--- config.mk ---
export PLATFORM = sky130hd
export DESIGN_NAME = mem_port_arbiter
export DESIGN_NICKNAME = d
export VERILOG_FILES = /design/src/rtl/mem_arb_pkg.sv /design/src/rtl/mem_arb_pick.sv /design/src/rtl/mem_port_arbiter.sv
export SDC_FILE = /design/constraint.sdc
export NUM_CORES = 1
export LEC_CHECK = 0
export ABC_AREA = 1
export ABC_CLOCK_PERIOD_IN_PS = 4090
export BUFFER_PORTS_ARGS = -buffer_cell sky130_fd_sc_hd__buf_2
export CORE_ASPECT_RATIO = 1.1
export CORE_MARGIN = 3
export CORE_UTILIZATION = 37
export CTS_CLUSTER_DIAMETER = 100
export DETAILED_ROUTE_END_ITERATION = 8
export MAX_ROUTING_LAYER = met4
export PLACE_DENSITY = 0.69
export SLEW_MARGIN = 10
export SYNTH_ARGS = -nofsm -noshare
export SYNTH_HDL_FRONTEND = slang
export SYNTH_HIERARCHICAL = 1
export SYNTH_SLANG_ARGS = --single-unit
--- constraint.sdc ---
create_clock -name clk -period 4.09 [get_ports clk]
set_clock_uncertainty 0.05 [all_clocks]
set_input_delay 0.2045 -clock clk [delete_from_list [all_inputs] [get_ports clk]]
set_output_delay 0.2045 -clock clk [all_outputs]
set_load 0.005 [all_outputs]
--- src/rtl/mem_arb_pkg.sv ---
// Shared types for the fetch / load-store memory port arbiter: FSM states,
// access-size encodings, requester ids and the LS alignment check.
package mem_arb_pkg;

    typedef enum logic [2:0] {
        ST_IDLE,
        ST_BUSY_F,
        ST_BUSY_LS,
        ST_RESP_F,
        ST_RESP_LS
    } arb_state_e;

    typedef enum logic {
        RQ_F,
        RQ_LS
    } rq_id_e;

    // Same encoding as the exec-stage ldsize field.
    localparam logic [1:0] SZ_B = 2'b00;
    localparam logic [1:0] SZ_H = 2'b01;
    localparam logic [1:0] SZ_W = 2'b10;

    function automatic logic is_misaligned(input logic [1:0] size, input logic [1:0] addr_lo);
        case (size)
            SZ_B:    return 1'b0;
            SZ_H:    return addr_lo[0];
            SZ_W:    return addr_lo != 2'b00;
            default: return 1'b1;
        endcase
    endfunction

endpackage

--- src/rtl/mem_arb_pick.sv ---
// Winner selection for the memory port: load/store has priority unless fetch
// has waited through STARVE_LIMIT consecutive LS grants (0 disables the guard).
module mem_arb_pick
    import mem_arb_pkg::*;
#(
    parameter int STARVE_LIMIT = 4
) (
    input  logic   clk,
    input  logic   rst,
    input  logic   pick_en,
    input  logic   f_req,
    input  logic   ls_req,
    output logic   grant_valid,
    output rq_id_e grant_id
);

    localparam int CW = (STARVE_LIMIT < 1) ? 1 : $clog2(STARVE_LIMIT + 1);
    localparam logic [CW-1:0] LIMIT = CW'(STARVE_LIMIT);

    logic [CW-1:0] starve_cnt_q;
    logic [CW-1:0] starve_cnt_d;
    logic          f_forced;

    // NOTE: every output of a combinational block gets a default first so no
    // path leaves it unassigned; that is what keeps a latch from being inferred.
    always_comb begin
        f_forced     = (STARVE_LIMIT != 0) && (starve_cnt_q == LIMIT);
        grant_valid  = f_req | ls_req;
        grant_id     = RQ_F;
        starve_cnt_d = starve_cnt_q;
        if (ls_req && !(f_req && f_forced)) begin
            grant_id = RQ_LS;
        end
        if (pick_en && grant_valid) begin
            if (grant_id == RQ_F) begin
                starve_cnt_d = '0;
            end else if (f_req && (starve_cnt_q != LIMIT)) begin
                starve_cnt_d = starve_cnt_q + 1'b1;
            end
        end
    end

    // NOTE: clocked state uses non-blocking assignments so every register
    // samples pre-edge values, independent of statement order.
    always_ff @(posedge clk) begin
        if (rst) begin
            starve_cnt_q <= '0;
        end else begin
            starve_cnt_q <= starve_cnt_d;
        end
    end

endmodule

--- src/rtl/mem_port_arbiter.sv ---
// Shares the single storage-management port between fetch and load/store,
// one outstanding access at a time. Define MEM_ARB_PERF_EN for perf counters.
module mem_port_arbiter
    import mem_arb_pkg::*;
#(
    parameter int STARVE_LIMIT = 4
`ifdef MEM_ARB_PERF_EN
    ,
    parameter int CNT_W = 16
`endif
) (
    input  logic        clk,
    input  logic        rst,
    input  logic        f_req,
    input  logic [31:0] f_addr,
    output logic        f_fin,
    output logic [31:0] f_rdata,
    input  logic        ls_req,
    input  logic        ls_we,
    input  logic [1:0]  ls_size,
    input  logic [31:0] ls_addr,
    input  logic [31:0] ls_wdata,
    output logic        ls_fin,
    output logic [31:0] ls_rdata,
    output logic        ls_err,
    output logic        mem_req,
    output logic        mem_we,
    output logic [1:0]  mem_size,
    output logic [31:0] mem_addr,
    output logic [31:0] mem_wdata,
    input  logic [31:0] mem_rdata,
    input  logic        mem_done
`ifdef MEM_ARB_PERF_EN
    ,
    output logic [CNT_W-1:0] perf_f_grants,
    output logic [CNT_W-1:0] perf_ls_grants,
    output logic [CNT_W-1:0] perf_conflict_cycles
`endif
);

    arb_state_e  state_q, state_d;
    logic        mem_req_q, mem_req_d;
    logic        mem_we_q, mem_we_d;
    logic [1:0]  mem_size_q, mem_size_d;
    logic [31:0] mem_addr_q, mem_addr_d;
    logic [31:0] mem_wdata_q, mem_wdata_d;
    logic [31:0] f_rdata_q, f_rdata_d;
    logic [31:0] ls_rdata_q, ls_rdata_d;
    logic        err_q, err_d;

    logic        pick_en;
    logic        grant_valid;
    rq_id_e      grant_id;
    logic        ls_bad;

    assign pick_en = (state_q == ST_IDLE);
    assign ls_bad  = is_misaligned(ls_size, ls_addr[1:0]);

    mem_arb_pick #(
        .STARVE_LIMIT (STARVE_LIMIT)
    ) u_pick (
        .clk         (clk),
        .rst         (rst),
        .pick_en     (pick_en),
        .f_req       (f_req),
        .ls_req      (ls_req),
        .grant_valid (grant_valid),
        .grant_id    (grant_id)
    );

    always_comb begin
        state_d     = state_q;
        mem_req_d   = mem_req_q;
        mem_we_d    = mem_we_q;
        mem_size_d  = mem_size_q;
        mem_addr_d  = mem_addr_q;
        mem_wdata_d = mem_wdata_q;
        f_rdata_d   = f_rdata_q;
        ls_rdata_d  = ls_rdata_q;
        err_d       = err_q;
        case (state_q)
            ST_IDLE: begin
                if (grant_valid) begin
                    if (grant_id == RQ_F) begin
                        state_d     = ST_BUSY_F;
                        mem_req_d   = 1'b1;
                        mem_we_d    = 1'b0;
                        mem_size_d  = SZ_W;
                        mem_addr_d  = f_addr;
                        mem_wdata_d = '0;
                    end else if (ls_bad) begin
                        // Rejected access never reaches memory; answer directly.
                        state_d = ST_RESP_LS;
                        err_d   = 1'b1;
                    end else begin
                        state_d     = ST_BUSY_LS;
                        err_d       = 1'b0;
                        mem_req_d   = 1'b1;
                        mem_we_d    = ls_we;
                        mem_size_d  = ls_size;
                        mem_addr_d  = ls_addr;
                        mem_wdata_d = ls_wdata;
                    end
                end
            end
            ST_BUSY_F: begin
                if (mem_done) begin
                    state_d   = ST_RESP_F;
                    f_rdata_d = mem_rdata;
                    mem_req_d = 1'b0;
                    mem_we_d  = 1'b0;
                end
            end
            ST_BUSY_LS: begin
                if (mem_done) begin
                    state_d    = ST_RESP_LS;
                    ls_rdata_d = mem_rdata;
                    mem_req_d  = 1'b0;
                    mem_we_d   = 1'b0;
                end
            end
            ST_RESP_F, ST_RESP_LS: state_d = ST_IDLE;
            default:               state_d = ST_IDLE;
        endcase
    end

    always_ff @(posedge clk) begin
        if (rst) begin
            state_q     <= ST_IDLE;
            mem_req_q   <= 1'b0;
            mem_we_q    <= 1'b0;
            mem_size_q  <= '0;
            mem_addr_q  <= '0;
            mem_wdata_q <= '0;
            f_rdata_q   <= '0;
            ls_rdata_q  <= '0;
            err_q       <= 1'b0;
        end else begin
            state_q     <= state_d;
            mem_req_q   <= mem_req_d;
            mem_we_q    <= mem_we_d;
            mem_size_q  <= mem_size_d;
            mem_addr_q  <= mem_addr_d;
            mem_wdata_q <= mem_wdata_d;
            f_rdata_q   <= f_rdata_d;
            ls_rdata_q  <= ls_rdata_d;
            err_q       <= err_d;
        end
    end

    assign f_fin     = (state_q == ST_RESP_F);
    assign ls_fin    = (state_q == ST_RESP_LS);
    assign ls_err    = ls_fin & err_q;
    assign f_rdata   = f_rdata_q;
    assign ls_rdata  = ls_rdata_q;
    assign mem_req   = mem_req_q;
    assign mem_we    = mem_we_q;
    assign mem_size  = mem_size_q;
    assign mem_addr  = mem_addr_q;
    assign mem_wdata = mem_wdata_q;

`ifdef MEM_ARB_PERF_EN
    logic [CNT_W-1:0] perf_f_q, perf_ls_q, perf_conf_q;
    logic             f_grant_evt, ls_grant_evt, conflict_evt;

    assign f_grant_evt  = pick_en && grant_valid && (grant_id == RQ_F);
    assign ls_grant_evt = pick_en && grant_valid && (grant_id == RQ_LS) && !ls_bad;
    assign conflict_evt = f_req && ls_req && (state_q != ST_RESP_F) && (state_q != ST_RESP_LS);

    always_ff @(posedge clk) begin
        if (rst) begin
            perf_f_q    <= '0;
            perf_ls_q   <= '0;
            perf_conf_q <= '0;
        end else begin
            if (f_grant_evt && (perf_f_q != '1))     perf_f_q    <= perf_f_q + 1'b1;
            if (ls_grant_evt && (perf_ls_q != '1))   perf_ls_q   <= perf_ls_q + 1'b1;
            if (conflict_evt && (perf_conf_q != '1)) perf_conf_q <= perf_conf_q + 1'b1;
        end
    end

    assign perf_f_grants        = perf_f_q;
    assign perf_ls_grants       = perf_ls_q;
    assign perf_conflict_cycles = perf_conf_q;
`endif

endmodule

==> results.yml <==
run_status:
  status: "finished, final reports clean"
die:
  fp.coreArea_um2: 14500
  die_w_um: 122.5
  die_height_um: 134.2
  ios: 271
  start_util_pct: 38.10
  fp.dieArea_um2: 16440
  placementRows: 46
logic_synthesis:
  avgSynthCellArea_um2: 7.194
  yosysUniqueCellTypes: 26
  synthMostInstantiatedCell: "nand2_1"
  ys.flop_type: "dfxtp_1"
  synth_top_cell_area_share_pct: 50.36
  ys_async_sr_fraction_pct: 0
  synth_edf_count: 0
  ys_ff_latch: 139
  synth_top_cell_by_area: "dfxtp_1"
  synth_commonest_cells: "nand2_1 (190), dfxtp_1 (139), nor2_1 (135)"
  ys_warn_count: 6
  ys_seq_area_share_pct: 50.36
  syn_area_um2: 5525
  yosys-top-cells-area: "dfxtp_1 (50%), nand2_1 (13%), nor2_1 (9.2%), o21ai_0 (8.4%), a21oi_1 (6.6%)"
  syn_inst: 768
  syn_nets: 906
timing:
  worstMarginPinSlew_ps: 1053
  rsz0062_at_grt: "no"
  setup-violations-final: 0
  final_max_slew_viol_count: 0
  final-hold-violation-count: 0
  min_period_over_period_pct: 62.90
  fmax_mhz: 388.7
  tns_ps: 0
  period_minus_slack_ps: 2573
  slew_headroom_pct: 29.71
cells_and_area:
  fin_nets: 1216
  final_cells: 1283
  n_antenna_cell: 0
  fin_area_um2: 8112
  area_growth_pct: 46.81
  drive_gt1_share_pct: 29.88
  fin_util_pct: 55.93
clock_network:
  htree_levels: 4
  clock_path_buffers: 2
  worstSkewPairLatency_ps: 410
  cts_tree: "done"
  cts.clk_slew.worst_paths_ps: 60
  cts_buffers: 17
  cts_sinks: 139
  cts-root-buf: "clkbuf_16"
  post_cts_buffers: 0
worst_setup_path:
  cp.arrival_ps: 2820
  critPathCaptureType: "flop"
  cp_slowest_cell: "nand2_2"
  slowest_delay_ps: 480
  critPathKind: "flop to flop"
  start_kind: "flop"
  critical_path_peak_fanout: 36
  crit_chain: "inv_1, ha_1, nand3_1, nand2_1, inv_1, buf_4, nand2_1, nand2_2, inv_2, nor2_1, nor2_1"
  critPathRequiredTime_ps: 4330
placed_design:
  gp_congestion: 0.7972
  postPlaceCellArea_um2: 6935
  hpwl_mm: 11.37
  port_buffers: 270
  dp.cells: 1190
hold_path:
  worstHoldPathType: "input pin to flop"
drt:
  via_per_inst: 4.546
  drtIter0Drc: 312
  routedWlPerCell_um: 13.27
  drc_errors: 0
  ant_nets: 0
  routed_wl_mm: 17.02
  vias: 5832
  drt-pass1-iter-count: 6
power_and_ir_drop:
  power_per_cell_area_nw_per_um2: 478.3
  power.leakage_nw: 4.072
  power_mw: 3.880
  ir_drop_uv: 264.6
run:
  cap_violations: 0
global_routing:
  antenna_found_initial: 0
  grt_max_degree: 64
  grtUsageTotal_pct: 20.83
  grt_overflow: 0
  grt_pass1_wl_mm: 26.52
  first_global_vias: 5480
[critical path, delay by kind of cell (launching register included)]
family | cells | cell delay [ps]
adder cells (fa/ha/maj) | 1 | 200
buffers and inverters | 4 | 850
AND/OR/NAND/NOR | 6 | 990
flip-flops | 1 | 350
[state kept, by name, summed over array words and instances, names as in the netlist, 2 cells and up]
signal,flops
f_rdata,32
ls_rdata,32
mem_addr,32
mem_size,2
mem_wdata,32
state_q,3
u_pick/starve_cnt_q,3
[cell usage in the layout (no fill, tap or decap), types with 3 or more instances in the layout]
cell type        n
inv_1           51
clkbuf_8         3
buf_4            7
nor2_2           3
buf_2          270
nand2_1        190
dfxtp_1        139
clkbuf_16       17
o21ai_1          6
a21oi_1         73
dlygate4sd3_1   61
nand2_2          4
nand4_1          3
inv_2            6
nor2_1         135
o21ai_0         93
nand3_1          4
clkinv_2         4
[worst paths after layout]
kind,start,cells after the start,slack (ps),endpoint
setup / recovery,u_pick/starve_cnt_q[0],11,1520,mem_addr[13]
hold / removal,ls_wdata[30],3,10,mem_wdata[30]
setup reg to reg,u_pick/starve_cnt_q[0],11,1520,mem_addr[13]
hold reg to reg,f_rdata[21],2,390,f_rdata[21]
[report_power, final]
group,leakage [nW],switching (mW),internal [mW]
Combinational,2.66,0.469,0.342
Sequential,1.13,0.0885,1.53
Clock,0.276,0.572,0.884
Total,4.07,1.13,2.75
[cells by family (layout without fill, tap and decap cells)]
family | count (synthesis) | after routing | share of synthesized area [%]
buffers and inverters | 105 | 428 | 8.265
adder cells (fa/ha/maj) | 2 | 2 | 0.4528
AO/OA/AOI/OAI | 175 | 175 | 16.01
AND/OR/NAND/NOR | 347 | 347 | 24.91
flip-flops | 139 | 139 | 50.36
[stage by stage]
stage          hold WS, ps  worst slack, ps
3_5_place_dp         382.9             1483
6_report             11.99             1517
3_3_place_gp         377.2             1554
2_1_floorplan        216.9             2353
5_1_grt              7.187             1208
4_1_cts             0.9190             1463
[what timing repair did]
item                       in CTS  in global routing
setup endpoints to repair       0                  0
hold endpoints to repair       61                  0
resized for setup               0                  0
hold buffers                   61                  0
[per-layer routing]
metal / global-route usage, % / part of all wire, %
met5: - / 0
met4: 6.534 / 1.7
met3: 5.609 / 8.0
met2: 35.32 / 49
met1: 23.91 / 41
[layout make-up]
type	instances	area [µm²]
Sequential cell	139	2783
Multi-Input combinational cell	524	2291
Clock buffer	22	474.2
Timing Repair Buffer	338	2014
Tap cell	192	240.2
Fill cell	1368	6392
Inverter	58	217.7
Clock inverter	10	91.34
Note: power is estimated with default switching activity, not from simulation.
